**src/rtl/tcm_dport_ctrl_if.sv**
```systemverilog
// Data-port bundle between a CPU load/store unit, the TCM controller and its single-port RAM.
// slave = controller view, master = CPU/RAM environment view.
interface tcm_dport_ctrl_if #(
  parameter int RAM_AW = 15
);
  logic [31:0]       mem_d_addr_i;
  logic [31:0]       mem_d_data_wr_i;
  logic              mem_d_rd_i;
  logic [3:0]        mem_d_wr_i;
  logic              mem_d_cacheable_i;
  logic [10:0]       mem_d_req_tag_i;
  logic              mem_d_invalidate_i;
  logic              mem_d_writeback_i;
  logic              mem_d_flush_i;
  logic              mem_d_accept_o;
  logic              mem_d_ack_o;
  logic              mem_d_error_o;
  logic [10:0]       mem_d_resp_tag_o;
  logic [31:0]       mem_d_data_rd_o;
  logic              ram_busy_i;
  logic              ram_en_o;
  logic [3:0]        ram_wr_o;
  logic [RAM_AW-1:0] ram_addr_o;
  logic [31:0]       ram_wdata_o;
  logic [31:0]       ram_rdata_i;
  logic              init_done_o;

  modport slave (
    input  mem_d_addr_i, mem_d_data_wr_i, mem_d_rd_i, mem_d_wr_i, mem_d_cacheable_i,
           mem_d_req_tag_i, mem_d_invalidate_i, mem_d_writeback_i, mem_d_flush_i,
           ram_busy_i, ram_rdata_i,
    output mem_d_accept_o, mem_d_ack_o, mem_d_error_o, mem_d_resp_tag_o, mem_d_data_rd_o,
           ram_en_o, ram_wr_o, ram_addr_o, ram_wdata_o, init_done_o
  );

  modport master (
    output mem_d_addr_i, mem_d_data_wr_i, mem_d_rd_i, mem_d_wr_i, mem_d_cacheable_i,
           mem_d_req_tag_i, mem_d_invalidate_i, mem_d_writeback_i, mem_d_flush_i,
           ram_busy_i, ram_rdata_i,
    input  mem_d_accept_o, mem_d_ack_o, mem_d_error_o, mem_d_resp_tag_o, mem_d_data_rd_o,
           ram_en_o, ram_wr_o, ram_addr_o, ram_wdata_o, init_done_o
  );
endinterface

```
**src/rtl/tcm_dport_ctrl.sv**
```systemverilog
// Tightly-coupled data memory controller: optional zero-fill, then 2-cycle fully pipelined loads/stores.
// Accept follows RAM availability each cycle; responses return exactly two cycles after accept, in order.
module tcm_dport_ctrl #(
  parameter int          RAM_AW    = 15,
  parameter logic [31:0] BASE_ADDR = 32'h80000000,
  parameter bit          INIT_EN   = 1'b0
) (
  input  logic             clk_i,
  input  logic             rst_i,
  tcm_dport_ctrl_if.slave  bus
);

  localparam int HI_LSB = RAM_AW + 2;
  localparam logic [RAM_AW-1:0] LAST_ADDR = '1;

  typedef enum logic {ST_INIT, ST_RUN} state_t;

  state_t            state;
  logic [RAM_AW-1:0] init_cnt;

  logic        s1_vld;
  logic        s1_err;
  logic        s1_load;
  logic [10:0] s1_tag;

  logic        ack_q;
  logic        err_q;
  logic [10:0] tag_q;
  logic [31:0] data_q;

  logic in_run;
  logic in_init;
  logic is_req;
  logic is_store;
  logic is_load;
  logic hit;
  logic aligned;
  logic do_store;
  logic do_load;
  logic req_err;
  logic accept;
  logic take;
  logic unused_ok;

  assign unused_ok = bus.mem_d_cacheable_i;

  assign in_run  = (state == ST_RUN) && !rst_i;
  assign in_init = (state == ST_INIT) && !rst_i;

  // A store strobe wins over a simultaneous load; maintenance ops only need an ack.
  assign is_store = |bus.mem_d_wr_i;
  assign is_load  = bus.mem_d_rd_i && !is_store;
  assign is_req   = bus.mem_d_rd_i || is_store || bus.mem_d_invalidate_i ||
                    bus.mem_d_writeback_i || bus.mem_d_flush_i;
  assign hit      = (bus.mem_d_addr_i[31:HI_LSB] == BASE_ADDR[31:HI_LSB]);
  assign aligned  = (bus.mem_d_addr_i[1:0] == 2'b00);
  assign do_store = is_store && hit;
  assign do_load  = is_load && hit && aligned;
  assign req_err  = is_store ? !hit : (is_load && !(hit && aligned));

  assign accept = in_run && !bus.ram_busy_i;
  assign take   = accept && is_req;

  always_comb begin
    bus.ram_en_o    = 1'b0;
    bus.ram_wr_o    = 4'h0;
    bus.ram_addr_o  = bus.mem_d_addr_i[RAM_AW+1:2];
    bus.ram_wdata_o = bus.mem_d_data_wr_i;
    if (in_init) begin
      bus.ram_en_o    = 1'b1;
      bus.ram_wr_o    = 4'hF;
      bus.ram_addr_o  = init_cnt;
      bus.ram_wdata_o = 32'h0;
    end else if (take && (do_store || do_load)) begin
      bus.ram_en_o = 1'b1;
      bus.ram_wr_o = do_store ? bus.mem_d_wr_i : 4'h0;
    end
  end

  always_ff @(posedge clk_i) begin
    if (rst_i) begin
      state    <= INIT_EN ? ST_INIT : ST_RUN;
      init_cnt <= '0;
      s1_vld   <= 1'b0;
      s1_err   <= 1'b0;
      s1_load  <= 1'b0;
      s1_tag   <= '0;
      ack_q    <= 1'b0;
      err_q    <= 1'b0;
      tag_q    <= '0;
      data_q   <= '0;
    end else begin
      if (state == ST_INIT && !bus.ram_busy_i) begin
        init_cnt <= init_cnt + 1'b1;
        if (init_cnt == LAST_ADDR) begin
          state <= ST_RUN;
        end
      end
      s1_vld  <= take;
      s1_err  <= take && req_err;
      s1_load <= take && do_load;
      s1_tag  <= take ? bus.mem_d_req_tag_i : 11'h0;
      // RAM read data is valid in the cycle after the enable, so it is captured here.
      ack_q   <= s1_vld;
      err_q   <= s1_vld && s1_err;
      tag_q   <= s1_vld ? s1_tag : 11'h0;
      data_q  <= (s1_vld && s1_load) ? bus.ram_rdata_i : 32'h0;
    end
  end

  assign bus.mem_d_accept_o   = accept;
  assign bus.mem_d_ack_o      = ack_q;
  assign bus.mem_d_error_o    = err_q;
  assign bus.mem_d_resp_tag_o = tag_q;
  assign bus.mem_d_data_rd_o  = data_q;
  assign bus.init_done_o      = in_run;

endmodule

```
**src/flat_wrapper.sv**
```systemverilog
// flat-port wrapper written by rule: the top's interface ports become plain ports
module tcm_dport_ctrl_flat 
#(
  parameter int          RAM_AW    = 15,
  parameter logic [31:0] BASE_ADDR = 32'h80000000,
  parameter bit          INIT_EN   = 1'b0
)
  (clk_i, rst_i, bus_mem_d_addr_i, bus_mem_d_data_wr_i, bus_mem_d_rd_i, bus_mem_d_wr_i, bus_mem_d_cacheable_i, bus_mem_d_req_tag_i, bus_mem_d_invalidate_i, bus_mem_d_writeback_i, bus_mem_d_flush_i, bus_ram_busy_i, bus_ram_rdata_i, bus_mem_d_accept_o, bus_mem_d_ack_o, bus_mem_d_error_o, bus_mem_d_resp_tag_o, bus_mem_d_data_rd_o, bus_ram_en_o, bus_ram_wr_o, bus_ram_addr_o, bus_ram_wdata_o, bus_init_done_o);
  tcm_dport_ctrl_if #(.RAM_AW(RAM_AW)) bus_i ();
  input  logic clk_i;
  input  logic rst_i;
  input wire logic [$bits(bus_i.mem_d_addr_i)-1:0] bus_mem_d_addr_i;
  input wire logic [$bits(bus_i.mem_d_data_wr_i)-1:0] bus_mem_d_data_wr_i;
  input wire logic [$bits(bus_i.mem_d_rd_i)-1:0] bus_mem_d_rd_i;
  input wire logic [$bits(bus_i.mem_d_wr_i)-1:0] bus_mem_d_wr_i;
  input wire logic [$bits(bus_i.mem_d_cacheable_i)-1:0] bus_mem_d_cacheable_i;
  input wire logic [$bits(bus_i.mem_d_req_tag_i)-1:0] bus_mem_d_req_tag_i;
  input wire logic [$bits(bus_i.mem_d_invalidate_i)-1:0] bus_mem_d_invalidate_i;
  input wire logic [$bits(bus_i.mem_d_writeback_i)-1:0] bus_mem_d_writeback_i;
  input wire logic [$bits(bus_i.mem_d_flush_i)-1:0] bus_mem_d_flush_i;
  input wire logic [$bits(bus_i.ram_busy_i)-1:0] bus_ram_busy_i;
  input wire logic [$bits(bus_i.ram_rdata_i)-1:0] bus_ram_rdata_i;
  output wire logic [$bits(bus_i.mem_d_accept_o)-1:0] bus_mem_d_accept_o;
  output wire logic [$bits(bus_i.mem_d_ack_o)-1:0] bus_mem_d_ack_o;
  output wire logic [$bits(bus_i.mem_d_error_o)-1:0] bus_mem_d_error_o;
  output wire logic [$bits(bus_i.mem_d_resp_tag_o)-1:0] bus_mem_d_resp_tag_o;
  output wire logic [$bits(bus_i.mem_d_data_rd_o)-1:0] bus_mem_d_data_rd_o;
  output wire logic [$bits(bus_i.ram_en_o)-1:0] bus_ram_en_o;
  output wire logic [$bits(bus_i.ram_wr_o)-1:0] bus_ram_wr_o;
  output wire logic [$bits(bus_i.ram_addr_o)-1:0] bus_ram_addr_o;
  output wire logic [$bits(bus_i.ram_wdata_o)-1:0] bus_ram_wdata_o;
  output wire logic [$bits(bus_i.init_done_o)-1:0] bus_init_done_o;
  assign bus_i.mem_d_addr_i = bus_mem_d_addr_i;
  assign bus_i.mem_d_data_wr_i = bus_mem_d_data_wr_i;
  assign bus_i.mem_d_rd_i = bus_mem_d_rd_i;
  assign bus_i.mem_d_wr_i = bus_mem_d_wr_i;
  assign bus_i.mem_d_cacheable_i = bus_mem_d_cacheable_i;
  assign bus_i.mem_d_req_tag_i = bus_mem_d_req_tag_i;
  assign bus_i.mem_d_invalidate_i = bus_mem_d_invalidate_i;
  assign bus_i.mem_d_writeback_i = bus_mem_d_writeback_i;
  assign bus_i.mem_d_flush_i = bus_mem_d_flush_i;
  assign bus_i.ram_busy_i = bus_ram_busy_i;
  assign bus_i.ram_rdata_i = bus_ram_rdata_i;
  assign bus_mem_d_accept_o = bus_i.mem_d_accept_o;
  assign bus_mem_d_ack_o = bus_i.mem_d_ack_o;
  assign bus_mem_d_error_o = bus_i.mem_d_error_o;
  assign bus_mem_d_resp_tag_o = bus_i.mem_d_resp_tag_o;
  assign bus_mem_d_data_rd_o = bus_i.mem_d_data_rd_o;
  assign bus_ram_en_o = bus_i.ram_en_o;
  assign bus_ram_wr_o = bus_i.ram_wr_o;
  assign bus_ram_addr_o = bus_i.ram_addr_o;
  assign bus_ram_wdata_o = bus_i.ram_wdata_o;
  assign bus_init_done_o = bus_i.init_done_o;
  tcm_dport_ctrl #(.RAM_AW(RAM_AW), .BASE_ADDR(BASE_ADDR), .INIT_EN(INIT_EN)) u_core (.clk_i(clk_i), .rst_i(rst_i), .bus(bus_i));
endmodule
```
**config.mk**
```make
export PLATFORM = sky130hd
export DESIGN_NAME = tcm_dport_ctrl_flat
export DESIGN_NICKNAME = d
export VERILOG_FILES = /design/src/rtl/tcm_dport_ctrl_if.sv /design/src/rtl/tcm_dport_ctrl.sv /design/src/flat_wrapper.sv
export SDC_FILE = /design/constraint.sdc
export NUM_CORES = 1
export LEC_CHECK = 0
export ABC_CLOCK_PERIOD_IN_PS = 2400
export CAP_MARGIN = 20
export CORE_MARGIN = 5
export CORE_UTILIZATION = 29
export CTS_BUF_LIST = sky130_fd_sc_hd__clkbuf_16
export DETAILED_ROUTE_END_ITERATION = 12
export GPL_TIMING_DRIVEN = 0
export PLACE_DENSITY = 0.81
export SLEW_MARGIN = 20
export SYNTH_ARGS = -nofsm -noshare
export SYNTH_HDL_FRONTEND = slang
export SYNTH_SLANG_ARGS = --single-unit
```
**constraint.sdc**
```tcl
create_clock -name clk_i -period 2.4 [get_ports clk_i]
set_input_delay 0.6 -clock clk_i [delete_from_list [all_inputs] [get_ports clk_i]]
set_output_delay 0.6 -clock clk_i [all_outputs]
set_load 0.03 [all_outputs]
```
==> summary by stage <==
Route
The final wirelength is 7.24 mm. The first detailed-routing pass took 4 iterations. The post-route antenna net violation count is 0.

After detailed routing, the wire length on met1 is 2.14 mm. Wire segments on met3 add up to 913 um in the final route. The average wire length per cell after detail routing is 15.0 um. Signal routing reaches up to met4. After detailed routing, the number of remaining DRC violations is 0. The total via count after detailed routing is 1963.

In the detailed route, the total length drawn on met2 is 3.91 mm. Dividing the detail-routed via count by the number of cells gives 4.06. In this run, the number of DRC markers left after iteration 0 of detailed routing was 62.

Worst setup path
Data arrives at the worst endpoint at 1.73 ns. The start of the worst register-to-register path is u_core.s1_vld. The flop-to-flop setup slack is 1.09 ns. The worst reg2reg path endpoint is u_core.bus.mem_d_data_rd_o[13]. The critical path goes through dlygate4sd2_1, or4_4, a21oi_2, nor3_2, buf_4. STA classifies the critical path startpoint as a primary input.

The cell type of the slowest stage on the worst timing path is or4_4. On the worst path, the slowest cell contributes a delay of 0.54 ns. The cell family with the largest share of critical-path delay is simple AND/OR/NAND/NOR gates.

The kind of critical path is in -> out. The type of destination of the critical path is an output pin. The number of buffers and inverters on the critical path is 2. In this run the worst path has a maximum fanout of 2. For the worst flop-to-flop path, the logic depth is 4.

STA puts the critical path data required time at 1.80 ns.

Clock network
The number of levels the H-tree was split into is 3. The number of hold-repair buffers added at the cts stage is 0. The number of clock buffers added by TritonCTS is 9. Clock latency on the worst-skew pair, taken at its later pin, is 0.32 ns. The maximum clock insertion buffer count is 2. The clock tree root buffer cell is clkbuf_16. The tree built by TritonCTS fans out to 59 sinks. TritonCTS built the clock tree. The clock transition at the registers of the reported paths is 0.05 ns.

Yosys
Counting distinct cell types in the post-synthesis netlist gives 22. The post-synthesis area per instance is 10.6 um^2. Yosys printed 0 warnings.

The post-synthesis register bit count is 59. Counting every instance in the synthesized netlist gives 198. The netlist area before placement is 2100 um^2. The net count after synthesis is 317. The share of the yosys chip area belonging to registers is 56.2%.

Cells and area
The relative area change from synthesis to final layout is 103%. The number of inserted diodes is 0. The final design utilization is 59.7%. The total of fill cells in the finished design is 641. The finished layout holds 483 standard cells, fillers aside.

After the last flow step, the layout net total stands at 499. The fraction of final layout cells sized beyond drive strength 1 is 24.0%.

Status
The run finished with clean final reports.

Timing
The worst path uses 96.9% of the clock period. The max-slew violation count is 0. The slew at the pin closest to its max-slew limit is 0.373 ns.

The number of failing setup endpoints in the final timing report is 0. The minimum clock period after layout is 2.33 ns. The final setup skew is 0.00342 ns.

The fmax is 0.430 GHz. The worst-case headroom to the max-slew limit is 75.0%. The final number of hold-violating endpoints came to 0.

Placed design
Including well taps, the total number of placed cells is 466. Input and output buffers added on the ports amount to 169. The HPWL after detailed placement is 6.12 mm.

The routability-driven placement congestion ratio is 0.826.

Global routing
Global routing consumed, over all layers together, 15.7% of the routing resources. The first global-routing pass estimated 10.4 mm of wire. The number of antenna violations at the first check in global routing came to 0. The via count of the first global-routing pass is 2123. Entering global routing, the biggest net connects 11 pins. After global routing the overflow that remains totals 0.

Pwr
The reported leakage power is 0.00194 uW. The worst vdd rail ir drop is 0.000285 V. The total power density per cell area is 576 nW/um^2.

Die
The placeable core area is 7140 um^2. Once the floorplan was initialized, standard cells occupied 29.4% of the core. Measured along the y axis, the die boundary spans 95.1 um. The floorplan step defined a die boundary enclosing 9050 um^2. The count of standard-cell rows is 31. The die is 95.1 um wide.

218 I/O pins were placed.

Min path
Counting instances, the worst hold path has a depth of 1. The startpoint identified for the worst hold timing path is u_core.s1_tag[8]. The worst hold path terminates at u_core.bus.mem_d_resp_tag_o[8]. The class of the tightest hold or removal check is reg -> reg.

Run
Across the run, the number of max-cap violations was 0.
==> flip-flops by register name, summed over array words and instances, names as in the netlist <==
signal / count
u_core.s1_tag: 11
u_core.bus.mem_d_error_o: 1
u_core.bus.mem_d_resp_tag_o: 11
u_core.bus.mem_d_data_rd_o: 32
u_core.s1_err: 1
u_core.bus.mem_d_ack_o: 1
u_core.s1_vld: 1
u_core.s1_load: 1
==> logic make-up (layout without fill, tap and decap cells) <==
kind of cell | Yosys count | count (layout) | share of synthesized area, %
AO/OA/AOI/OAI | 3 | 3 | 1.19
flip-flops | 59 | 59 | 56.2
buffers and inverters | 63 | 249 | 20.0
AND/OR/NAND/NOR | 73 | 73 | 22.6
==> routing by layer <==
metal,vias to the layer above,global-route usage [%]
met5,-,0
li1,958,-
met4,0,10.3
met3,18,6.95
met1,857,12.9
met2,130,29.6
==> Yosys cell counts, drive strengths merged <==
cell / number / area, um^2
o221a: 1 / 11.3
clkbuf: 9 / 33.8
nor4: 3 / 18.8
nand4: 1 / 6.26
o31a: 1 / 8.76
a21oi: 1 / 5.00
buf: 48 / 364
dfxtp: 59 / 1180
or2: 1 / 6.26
inv: 6 / 22.5
nor2: 2 / 7.51
nor2b: 1 / 6.26
or3: 1 / 6.26
and3: 32 / 200
nand2: 1 / 3.75
nor4b: 1 / 8.76
or4: 1 / 11.3
nor3: 6 / 30.0
and2: 23 / 169
==> cells in the final DEF (no fill, tap or decap), types with 2 or more instances in the layout <==
| master | instances |
|---|---|
| clkbuf_1 | 8 |
| dfxtp_1 | 59 |
| and3_1 | 32 |
| and2_2 | 2 |
| dlymetal6s2s_1 | 6 |
| nor3_4 | 3 |
| clkinv_2 | 2 |
| clkinv_1 | 3 |
| nor4_2 | 2 |
| clkdlybuf4s50_1 | 142 |
| and2_1 | 12 |
| clkbuf_16 | 9 |
| dlygate4sd2_1 | 9 |
| nor2_1 | 2 |
| and2_4 | 9 |
| buf_6 | 3 |
| clkdlybuf4s15_1 | 6 |
| nor3_2 | 3 |
| buf_4 | 53 |
| inv_1 | 7 |
==> metrics by stage <==
stage / TNS, ns / hold slack [ns] / worst slack [ns] / area [um^2] / power [uW]
floorplan: -0.183 / 0.406 / -0.0457 / 2110 / 1200
global placement: -5.28 / 0.407 / -0.924 / 3920 / 1420
detailed placement: -5.28 / 0.414 / -0.932 / 3920 / 1420
CTS: 0 / 0.429 / 0.00662 / 4210 / 2490
global route: -0.0282 / 0.437 / -0.0282 / 4260 / 2550
finish: 0 / 0.422 / 0.0737 / 4260 / 2450
==> what timing repair did <==
action / 4_1_cts / 5_1_grt
setup endpoints to repair: 7 / 5
setup buffers: 3 / 0
pin swaps: 7 / 7
hold endpoints to repair: 0 / 0
resized for setup: 65 / 17
==> layout make-up <==
cell class                 count  area, um^2  share of cell area, %
tap                           99         124                   2.91
inverter                       6        22.5                  0.528
clock inverter                 6        25.0                  0.587
sequential                    59        1180                   27.7
timing repair buffer         172        1710                   40.1
clock buffer                   9         225                   5.28
multi-input combinational     76         582                   13.7
buffer                        56         394                   9.25
==> report_power, final <==
group | total (uW) | switching [uW] | internal, uW | leakage, uW
clock | 1060 | 386 | 669 | 0.000129
sequential | 997 | 2.39 | 994 | 0.000478
combinational | 401 | 170 | 231 | 0.00134
total | 2450 | 559 | 1890 | 0.00194
==> how the worst max path moves through the flow <==
| stage | slack [ns] | depth (start not counted) | end | start |
|---|---|---|---|---|
| final | 0.07 | 5 | bus_ram_en_o | bus_mem_d_wr_i[0] |
| after global routing | -0.03 | 6 | bus_ram_en_o | bus_mem_d_addr_i[19] |
| after CTS | 0.007 | 6 | bus_ram_en_o | bus_mem_d_addr_i[18] |
| after detailed placement | -0.93 | 5 | bus_ram_en_o | bus_mem_d_addr_i[19] |
| after global placement | -0.92 | 5 | bus_ram_en_o | bus_mem_d_addr_i[19] |
| after floorplan | -0.05 | 3 | bus_ram_wr_o[0] | bus_mem_d_addr_i[19] |
(Power assumes the default switching activity.)
